File: src/rtl/mode_ctrl_pkg.sv
// -----------------------------------------------------------------------------
// mode_ctrl_pkg
//   Shared definitions for the processor mode controller slice: operand size
//   codes, mode-op opcodes, the mode flag bundle and the controller FSM states.
//   Size codes are ordered numerically (SIZE_8 < SIZE_16 < SIZE_32), so a plain
//   magnitude compare on two size codes tells whether a width shrank.
// -----------------------------------------------------------------------------
package mode_ctrl_pkg;

    localparam logic [2:0] SIZE_8  = 3'd1;
    localparam logic [2:0] SIZE_16 = 3'd2;
    localparam logic [2:0] SIZE_32 = 3'd4;

    localparam logic [2:0] MODE_OP_NOP   = 3'd0;
    localparam logic [2:0] MODE_OP_REP   = 3'd1;
    localparam logic [2:0] MODE_OP_SEP   = 3'd2;
    localparam logic [2:0] MODE_OP_LOADP = 3'd3;
    localparam logic [2:0] MODE_OP_XCE   = 3'd4;
    localparam logic [2:0] MODE_OP_XFE   = 3'd5;

    typedef struct packed {
        logic e16;
        logic e8;
        logic m;
        logic x;
    } mode_flags_t;

    typedef enum logic {
        ST_IDLE  = 1'b0,
        ST_TRUNC = 1'b1
    } state_e;

    // An 816-only build has no 32-bit registers; wide results fall back to 16.
    function automatic logic [2:0] clamp_size(input logic [2:0] size, input bit allow_32);
        return (!allow_32 && size == SIZE_32) ? SIZE_16 : size;
    endfunction

endpackage

File: src/rtl/mode_ctrl_if.sv
// -----------------------------------------------------------------------------
// mode_ctrl_if
//   Bundle between decode / register file / ALU and the mode controller.
//   master : decode side (issues mode ops, supplies C/V, acknowledges truncation)
//   slave  : mode_ctrl
//   Signals: op_valid/op/op_data/op_ready  mode-op handshake
//            c_in/v_in, c_out/v_out/cv_we  carry/overflow exchange
//            e16/e8/m/x, size_m/size_x     registered mode flags and sizes
//            trunc_req/trunc_ack           X/Y truncate handshake
//            mode_chg                      1-cycle pulse on any size change
// -----------------------------------------------------------------------------
interface mode_ctrl_if;
    logic       op_valid;
    logic [2:0] op;
    logic [7:0] op_data;
    logic       op_ready;
    logic       c_in;
    logic       v_in;
    logic       c_out;
    logic       v_out;
    logic       cv_we;
    logic       e16;
    logic       e8;
    logic       m;
    logic       x;
    logic [2:0] size_m;
    logic [2:0] size_x;
    logic       trunc_req;
    logic       trunc_ack;
    logic       mode_chg;

    modport master (
        output op_valid, op, op_data, c_in, v_in, trunc_ack,
        input  op_ready, c_out, v_out, cv_we, e16, e8, m, x,
               size_m, size_x, trunc_req, mode_chg
    );

    modport slave (
        input  op_valid, op, op_data, c_in, v_in, trunc_ack,
        output op_ready, c_out, v_out, cv_we, e16, e8, m, x,
               size_m, size_x, trunc_req, mode_chg
    );
endinterface

File: src/rtl/mode_ctrl_reg_mode.sv
// -----------------------------------------------------------------------------
// mode_ctrl_reg_mode
//   Pure decode of a mode flag set into accumulator and index operand sizes.
//   Ports: flags  (in)  e16/e8/m/x
//          size_m (out) accumulator size code
//          size_x (out) index size code
//   The result is unclamped; the 816-only cap is applied by the parent.
// -----------------------------------------------------------------------------
module mode_ctrl_reg_mode
    import mode_ctrl_pkg::*;
(
    input  mode_flags_t flags,
    output logic [2:0]  size_m,
    output logic [2:0]  size_x
);
    always_comb begin
        // NOTE: every output gets a default first so no branch can infer a latch.
        size_m = SIZE_8;
        size_x = SIZE_8;
        case ({flags.e16, flags.e8})
            2'b11: begin
                size_m = SIZE_8;
                size_x = SIZE_8;
            end
            2'b10: begin
                size_m = flags.m ? SIZE_8 : SIZE_16;
                size_x = flags.x ? SIZE_8 : SIZE_16;
            end
            2'b01: begin
                size_m = flags.m ? SIZE_8 : SIZE_32;
                size_x = flags.x ? SIZE_8 : SIZE_32;
            end
            default: begin
                // Native E8 with E16 clear: 16-bit accumulator, 32-bit index.
                size_m = flags.m ? SIZE_8 : SIZE_16;
                size_x = flags.x ? SIZE_8 : SIZE_32;
            end
        endcase
    end
endmodule

File: src/rtl/mode_ctrl.sv
// -----------------------------------------------------------------------------
// mode_ctrl
//   Owns the E16/E8/M/X mode flags, executes REP/SEP/LOADP/XCE/XFE, publishes
//   registered operand sizes and, when the index width shrinks, holds off new
//   ops until the register file acknowledges truncating X/Y.
//   Ports: clk   system clock
//          reset synchronous, active-high
//          bus   mode_ctrl_if.slave (see interface header)
//   Parameters: ALLOW_32   0 caps every 32-bit size at 16 (816-only build)
//               RESET_EMU8 1 resets into 6502 emulation (E16=E8=1)
// -----------------------------------------------------------------------------
module mode_ctrl
    import mode_ctrl_pkg::*;
#(
    parameter bit ALLOW_32   = 1'b1,
    parameter bit RESET_EMU8 = 1'b1
) (
    input  logic       clk,
    input  logic       reset,
    mode_ctrl_if.slave bus
);
    state_e      state;
    state_e      state_nxt;
    mode_flags_t flags;
    mode_flags_t flags_nxt;
    logic [2:0]  size_m_q;
    logic [2:0]  size_x_q;
    logic [2:0]  raw_m;
    logic [2:0]  raw_x;
    logic [2:0]  size_m_nxt;
    logic [2:0]  size_x_nxt;
    logic        c_q;
    logic        v_q;
    logic        c_nxt;
    logic        v_nxt;
    logic        cv_we_q;
    logic        mode_chg_q;
    logic        accept;
    logic        is_xch;
    logic        shrink;

    assign accept = bus.op_valid && (state == ST_IDLE);
    assign is_xch = (bus.op == MODE_OP_XCE) || (bus.op == MODE_OP_XFE);

    // Flags the presented op would produce; committed only on accept.
    always_comb begin
        flags_nxt = flags;
        c_nxt     = c_q;
        v_nxt     = v_q;
        case (bus.op)
            MODE_OP_REP: begin
                flags_nxt.m = flags.m & ~bus.op_data[5];
                flags_nxt.x = flags.x & ~bus.op_data[4];
            end
            MODE_OP_SEP: begin
                flags_nxt.m = flags.m | bus.op_data[5];
                flags_nxt.x = flags.x | bus.op_data[4];
            end
            MODE_OP_LOADP: begin
                flags_nxt.m = bus.op_data[5];
                flags_nxt.x = bus.op_data[4];
            end
            MODE_OP_XCE: begin
                // V is not part of the exchange; hand it back unchanged so the
                // ALU can load both flags on the same strobe.
                flags_nxt.e16 = bus.c_in;
                c_nxt         = flags.e16;
                v_nxt         = bus.v_in;
            end
            MODE_OP_XFE: begin
                flags_nxt.e8  = bus.c_in;
                flags_nxt.e16 = bus.v_in;
                c_nxt         = flags.e8;
                v_nxt         = flags.e16;
            end
            default: ;
        endcase
        // In 6502 emulation bit 4 is B, so M and X are pinned to 1.
        if (flags_nxt.e16 && flags_nxt.e8) begin
            flags_nxt.m = 1'b1;
            flags_nxt.x = 1'b1;
        end
    end

    mode_ctrl_reg_mode u_reg_mode (
        .flags  (flags_nxt),
        .size_m (raw_m),
        .size_x (raw_x)
    );

    assign size_m_nxt = clamp_size(raw_m, ALLOW_32);
    assign size_x_nxt = clamp_size(raw_x, ALLOW_32);
    // Only an index shrink needs the handshake; the ALU masks A by size_m itself.
    assign shrink     = size_x_nxt < size_x_q;

    always_ff @(posedge clk) begin
        // NOTE: sequential state uses non-blocking assignments so every register
        // samples pre-edge values and the update order inside the block is moot.
        if (reset) begin
            flags      <= '{e16: 1'b1, e8: RESET_EMU8, m: 1'b1, x: 1'b1};
            size_m_q   <= SIZE_8;
            size_x_q   <= SIZE_8;
            c_q        <= 1'b0;
            v_q        <= 1'b0;
            cv_we_q    <= 1'b0;
            mode_chg_q <= 1'b0;
        end else begin
            cv_we_q    <= accept && is_xch;
            mode_chg_q <= accept && ((size_m_nxt != size_m_q) || (size_x_nxt != size_x_q));
            if (accept) begin
                flags    <= flags_nxt;
                size_m_q <= size_m_nxt;
                size_x_q <= size_x_nxt;
                c_q      <= c_nxt;
                v_q      <= v_nxt;
            end
        end
    end

    // FSM: state register.
    always_ff @(posedge clk) begin
        if (reset) begin
            state <= ST_IDLE;
        end else begin
            state <= state_nxt;
        end
    end

    // FSM: next state. An ack outside TRUNC falls into IDLE's branch and is ignored.
    always_comb begin
        state_nxt = state;
        case (state)
            ST_IDLE:  if (accept && shrink) state_nxt = ST_TRUNC;
            ST_TRUNC: if (bus.trunc_ack)    state_nxt = ST_IDLE;
            default:                        state_nxt = ST_IDLE;
        endcase
    end

    // FSM: outputs.
    always_comb begin
        bus.op_ready  = (state == ST_IDLE);
        bus.trunc_req = (state == ST_TRUNC);
    end

    assign bus.e16      = flags.e16;
    assign bus.e8       = flags.e8;
    assign bus.m        = flags.m;
    assign bus.x        = flags.x;
    assign bus.size_m   = size_m_q;
    assign bus.size_x   = size_x_q;
    assign bus.c_out    = c_q;
    assign bus.v_out    = v_q;
    assign bus.cv_we    = cv_we_q;
    assign bus.mode_chg = mode_chg_q;
endmodule
File: src/flat_wrapper.sv
// flat-port wrapper written by rule: the top's interface ports become plain ports
module mode_ctrl_flat import mode_ctrl_pkg::*;
#(
    parameter bit ALLOW_32   = 1'b1,
    parameter bit RESET_EMU8 = 1'b1
)
  (clk, reset, bus_op_valid, bus_op, bus_op_data, bus_c_in, bus_v_in, bus_trunc_ack, bus_op_ready, bus_c_out, bus_v_out, bus_cv_we, bus_e16, bus_e8, bus_m, bus_x, bus_size_m, bus_size_x, bus_trunc_req, bus_mode_chg);
  mode_ctrl_if bus_i ();
  input  logic clk;
  input  logic reset;
  input wire logic [$bits(bus_i.op_valid)-1:0] bus_op_valid;
  input wire logic [$bits(bus_i.op)-1:0] bus_op;
  input wire logic [$bits(bus_i.op_data)-1:0] bus_op_data;
  input wire logic [$bits(bus_i.c_in)-1:0] bus_c_in;
  input wire logic [$bits(bus_i.v_in)-1:0] bus_v_in;
  input wire logic [$bits(bus_i.trunc_ack)-1:0] bus_trunc_ack;
  output wire logic [$bits(bus_i.op_ready)-1:0] bus_op_ready;
  output wire logic [$bits(bus_i.c_out)-1:0] bus_c_out;
  output wire logic [$bits(bus_i.v_out)-1:0] bus_v_out;
  output wire logic [$bits(bus_i.cv_we)-1:0] bus_cv_we;
  output wire logic [$bits(bus_i.e16)-1:0] bus_e16;
  output wire logic [$bits(bus_i.e8)-1:0] bus_e8;
  output wire logic [$bits(bus_i.m)-1:0] bus_m;
  output wire logic [$bits(bus_i.x)-1:0] bus_x;
  output wire logic [$bits(bus_i.size_m)-1:0] bus_size_m;
  output wire logic [$bits(bus_i.size_x)-1:0] bus_size_x;
  output wire logic [$bits(bus_i.trunc_req)-1:0] bus_trunc_req;
  output wire logic [$bits(bus_i.mode_chg)-1:0] bus_mode_chg;
  assign bus_i.op_valid = bus_op_valid;
  assign bus_i.op = bus_op;
  assign bus_i.op_data = bus_op_data;
  assign bus_i.c_in = bus_c_in;
  assign bus_i.v_in = bus_v_in;
  assign bus_i.trunc_ack = bus_trunc_ack;
  assign bus_op_ready = bus_i.op_ready;
  assign bus_c_out = bus_i.c_out;
  assign bus_v_out = bus_i.v_out;
  assign bus_cv_we = bus_i.cv_we;
  assign bus_e16 = bus_i.e16;
  assign bus_e8 = bus_i.e8;
  assign bus_m = bus_i.m;
  assign bus_x = bus_i.x;
  assign bus_size_m = bus_i.size_m;
  assign bus_size_x = bus_i.size_x;
  assign bus_trunc_req = bus_i.trunc_req;
  assign bus_mode_chg = bus_i.mode_chg;
  mode_ctrl #(.ALLOW_32(ALLOW_32), .RESET_EMU8(RESET_EMU8)) u_core (.clk(clk), .reset(reset), .bus(bus_i));
endmodule
File: config.mk
export PLATFORM = sky130hd
export DESIGN_NAME = mode_ctrl_flat
export DESIGN_NICKNAME = d
export VERILOG_FILES = /design/src/rtl/mode_ctrl_pkg.sv /design/src/rtl/mode_ctrl_if.sv /design/src/rtl/mode_ctrl_reg_mode.sv /design/src/rtl/mode_ctrl.sv /design/src/flat_wrapper.sv
export SDC_FILE = /design/constraint.sdc
export NUM_CORES = 1
export LEC_CHECK = 0
export ABC_AREA = 1
export ABC_CLOCK_PERIOD_IN_PS = 1740
export CORE_MARGIN = 4
export CORE_UTILIZATION = 42
export DETAILED_ROUTE_END_ITERATION = 10
export MAX_ROUTING_LAYER = met4
export PLACE_DENSITY = 0.82
export SLEW_MARGIN = 20
export SYNTH_ARGS = -nofsm -noshare
export SYNTH_HDL_FRONTEND = slang
export SYNTH_SLANG_ARGS = --single-unit
File: constraint.sdc
create_clock -name clk -period 1.74 [get_ports clk]
set_input_delay 0.261 -clock clk [delete_from_list [all_inputs] [get_ports clk]]
set_output_delay 0.261 -clock clk [all_outputs]
set_load 0.02 [all_outputs]
==> results.toml <==
[floorplanning]
die_area_um2 = 2770
io-pin-count = 33
coreArea_um2 = 1800
start_util = 0.465
rows = 15
die_x_um = 52.6
die_h_um = 52.6

[placement]
placed_area_um2 = 1190
post-place-ws_ns = -0.459
place_hpwl_um = 1680
port_buffers = 26
place_congestion = 0.903

[clocking]
clockRootBuffer = "clkbuf_4"
clock-sinks = 14
cts_tree = "yes"
clock_latency_ns = 0.30
cts_buffers = 3
clock_path_buffers = 2
clk_pin_slew_ns = 0.10
h-tree-depth = 1

[pwr]
vdd.ir_drop.worst_uv = 397
switching_share = 0.348
power_density_nw_per_um2 = 764
pwr-share-seq = 0.385
total_power_mw = 0.961
p_comb_frac = 0.352
p_int_mw = 0.627
power.share.clock = 0.262
p_leak_nw = 0.600
netSwitchingPower_mw = 0.334

[sta]
slew_viol_final = 0
setup_viol = 0
min_period_over_period = 0.973
worst_pin_slew_ns = 0.278
finalWorstSetupSlack_ns = 0.0466
period_needed_ns = 1.69
slew_headroom = 0.814
skew_ns = 0.0128
finalHoldViolations = 0
fmax_mhz = 591

[final_layout]
finish.utilization = 0.698
syn_to_final_growth_pct = 50.2
drive_above_1_share = 0.239
fillers = 151
largest_reg_flops = 3
nets = 180
finish.instance_area_um2 = 1260
num_antenna_cells = 0

[synth]
synth_area_um2 = 837
syn_nets = 139
ys_types = 27
synth-seq-cells = 14
syn_area_per_cell_um2 = 7.03
yosysWarnings = 0
yosysSeqAreaShare = 0.335
netlist_instances = 119

[route]
wl_per_cell_um = 12.7
drc = 0
drtAntennaViolNets = 0
drt_iter0_markers = 19
wirelength_um = 2340
drtPass1Iterations = 4
vias_per_cell = 4.91
vias = 903

[grt]
grt_pass1_wl_um = 3570
grt_use_total = 0.180
grt.overflow.total = 0
grt_pass1_vias = 854
grt_max_degree = 10
antenna_found_initial = 0

[critical_path]
arrival_ns = 1.88
critPathLaunchType = "input pin"
cp_max_fo = 3
timing_worst_setup_path_type = "input pin to flip-flop"
cp.required_ns = 1.93
r2r_slack_ns = 0.14
cp-end-kind = "flip-flop"

[run]
cap_violations = 0

[outcome]
status = "finished, final reports clean"

[hold_path]
min_path_type = "input pin to flip-flop"
==> placed cells by master, fill, tap and decap left out, types with 3 or more instances in the layout <==
cell / instances
a21oi_1: 8
buf_4: 13
clkbuf_4: 3
clkdlybuf4s50_1: 22
dfxtp_1: 14
dlygate4sd2_1: 3
ha_1: 3
inv_1: 12
inv_2: 5
nand2_1: 30
nand2_4: 3
nand3_1: 5
nand3_2: 3
nor2_1: 8
o211ai_1: 4
o21ai_0: 6
==> worst max-delay path, cell delays in order <==
cell             delay [ns]
clkdlybuf4s50_1        0.43
o211ai_1               0.16
nand2_1                0.10
nand2_2                0.13
a21oi_4                0.05
nand3_2                0.08
inv_1                  0.05
ha_1                   0.26
nand2_1                0.06
nor2_1                 0.11
nand2_1                0.06
nor2_1                 0.08
nor2_1                 0.04
==> worst paths after layout <==
kind                               end  cells past startpoint                 start
setup / recovery   u_core.bus.mode_chg                     13        bus_op_data[4]
hold / removal        u_core.bus.c_out                      3             bus_op[0]
setup reg to reg   u_core.bus.mode_chg                     11         u_core.bus.e8
hold reg to reg   u_core.bus.size_x[2]                      2  u_core.bus.size_x[2]
==> final cells by class <==
cell class	instances	area [um2]	area share
clock buffers	4	36.3	0.0289
multi-input cells	84	485	0.386
well taps	25	31.3	0.0249
repair buffers	39	357	0.284
inverters	18	67.6	0.0537
flip-flops and latches	14	280	0.223
==> through the flow <==
step	instances	hold slack [ns]	setup TNS [ns]
global route	184	0.534	-0.0273
detailed placement	178	0.490	-1.48
finish	184	0.497	0
global placement	178	0.475	-0.918
CTS	182	0.491	0
floorplan	119	0.330	0
==> cells in the mapped netlist <==
| cell | n | area [um2] |
|---|---|---|
| buf_4 | 2 | 15.0 |
| o21ai_1 | 1 | 5.00 |
| o211ai_1 | 4 | 30.0 |
| or2_2 | 1 | 6.26 |
| inv_1 | 13 | 48.8 |
| and3_2 | 1 | 7.51 |
| nor2_4 | 1 | 11.3 |
| nand2_4 | 3 | 33.8 |
| nand2_1 | 31 | 116 |
| a31oi_1 | 1 | 6.26 |
| clkbuf_1 | 1 | 3.75 |
| inv_2 | 4 | 15.0 |
| a21oi_4 | 1 | 16.3 |
| nand3_2 | 2 | 20.0 |
| a21oi_1 | 8 | 40.0 |
| dfxtp_1 | 14 | 280 |
| o21ai_0 | 6 | 30.0 |
| nor2_1 | 8 | 30.0 |
| nand2_2 | 1 | 6.26 |
| nand4_1 | 1 | 6.26 |
| o21ai_2 | 1 | 8.76 |
| a211oi_1 | 1 | 7.51 |
| a21oi_2 | 1 | 8.76 |
| nor2_2 | 2 | 12.5 |
| clkinv_1 | 1 | 3.75 |
| nand3_1 | 6 | 30.0 |
| ha_1 | 3 | 37.5 |
==> layer usage <==
metal  vias up  GRT usage  share of wire
met3         6     0.0285          0.049
met5         -          -              0
met4         0      0.115          0.021
li1        463          -              -
met1       409      0.211           0.42
met2        25      0.283           0.51
==> timing repair <==
action                     CTS  global route
setup endpoints to repair    2             2
setup buffers                0             2
hold buffers                 0             0
resized for setup            3             5
pin swaps                    0             5
==> cells by family (layout without fill, tap and decap cells) <==
logic type,count (synthesis),count (layout),share of synthesized area
AND/OR/NAND/NOR,57,57,0.335
AO/OA/AOI/OAI,24,24,0.182
buffers and inverters,21,61,0.103
flip-flops,14,14,0.335
adder cells (fa/ha/maj),3,3,0.0448
==> power groups by stage <==
stage	Clock (mW)	Combinational [mW]	Sequential, mW
after CTS	0.257	0.322	0.370
after detailed placement	0	0.323	0.377
after floorplan	0	0.154	0.407
after global placement	0	0.316	0.376
final	0.252	0.339	0.370
after global routing	0.269	0.368	0.374
Power figures use the tool's default switching activity.
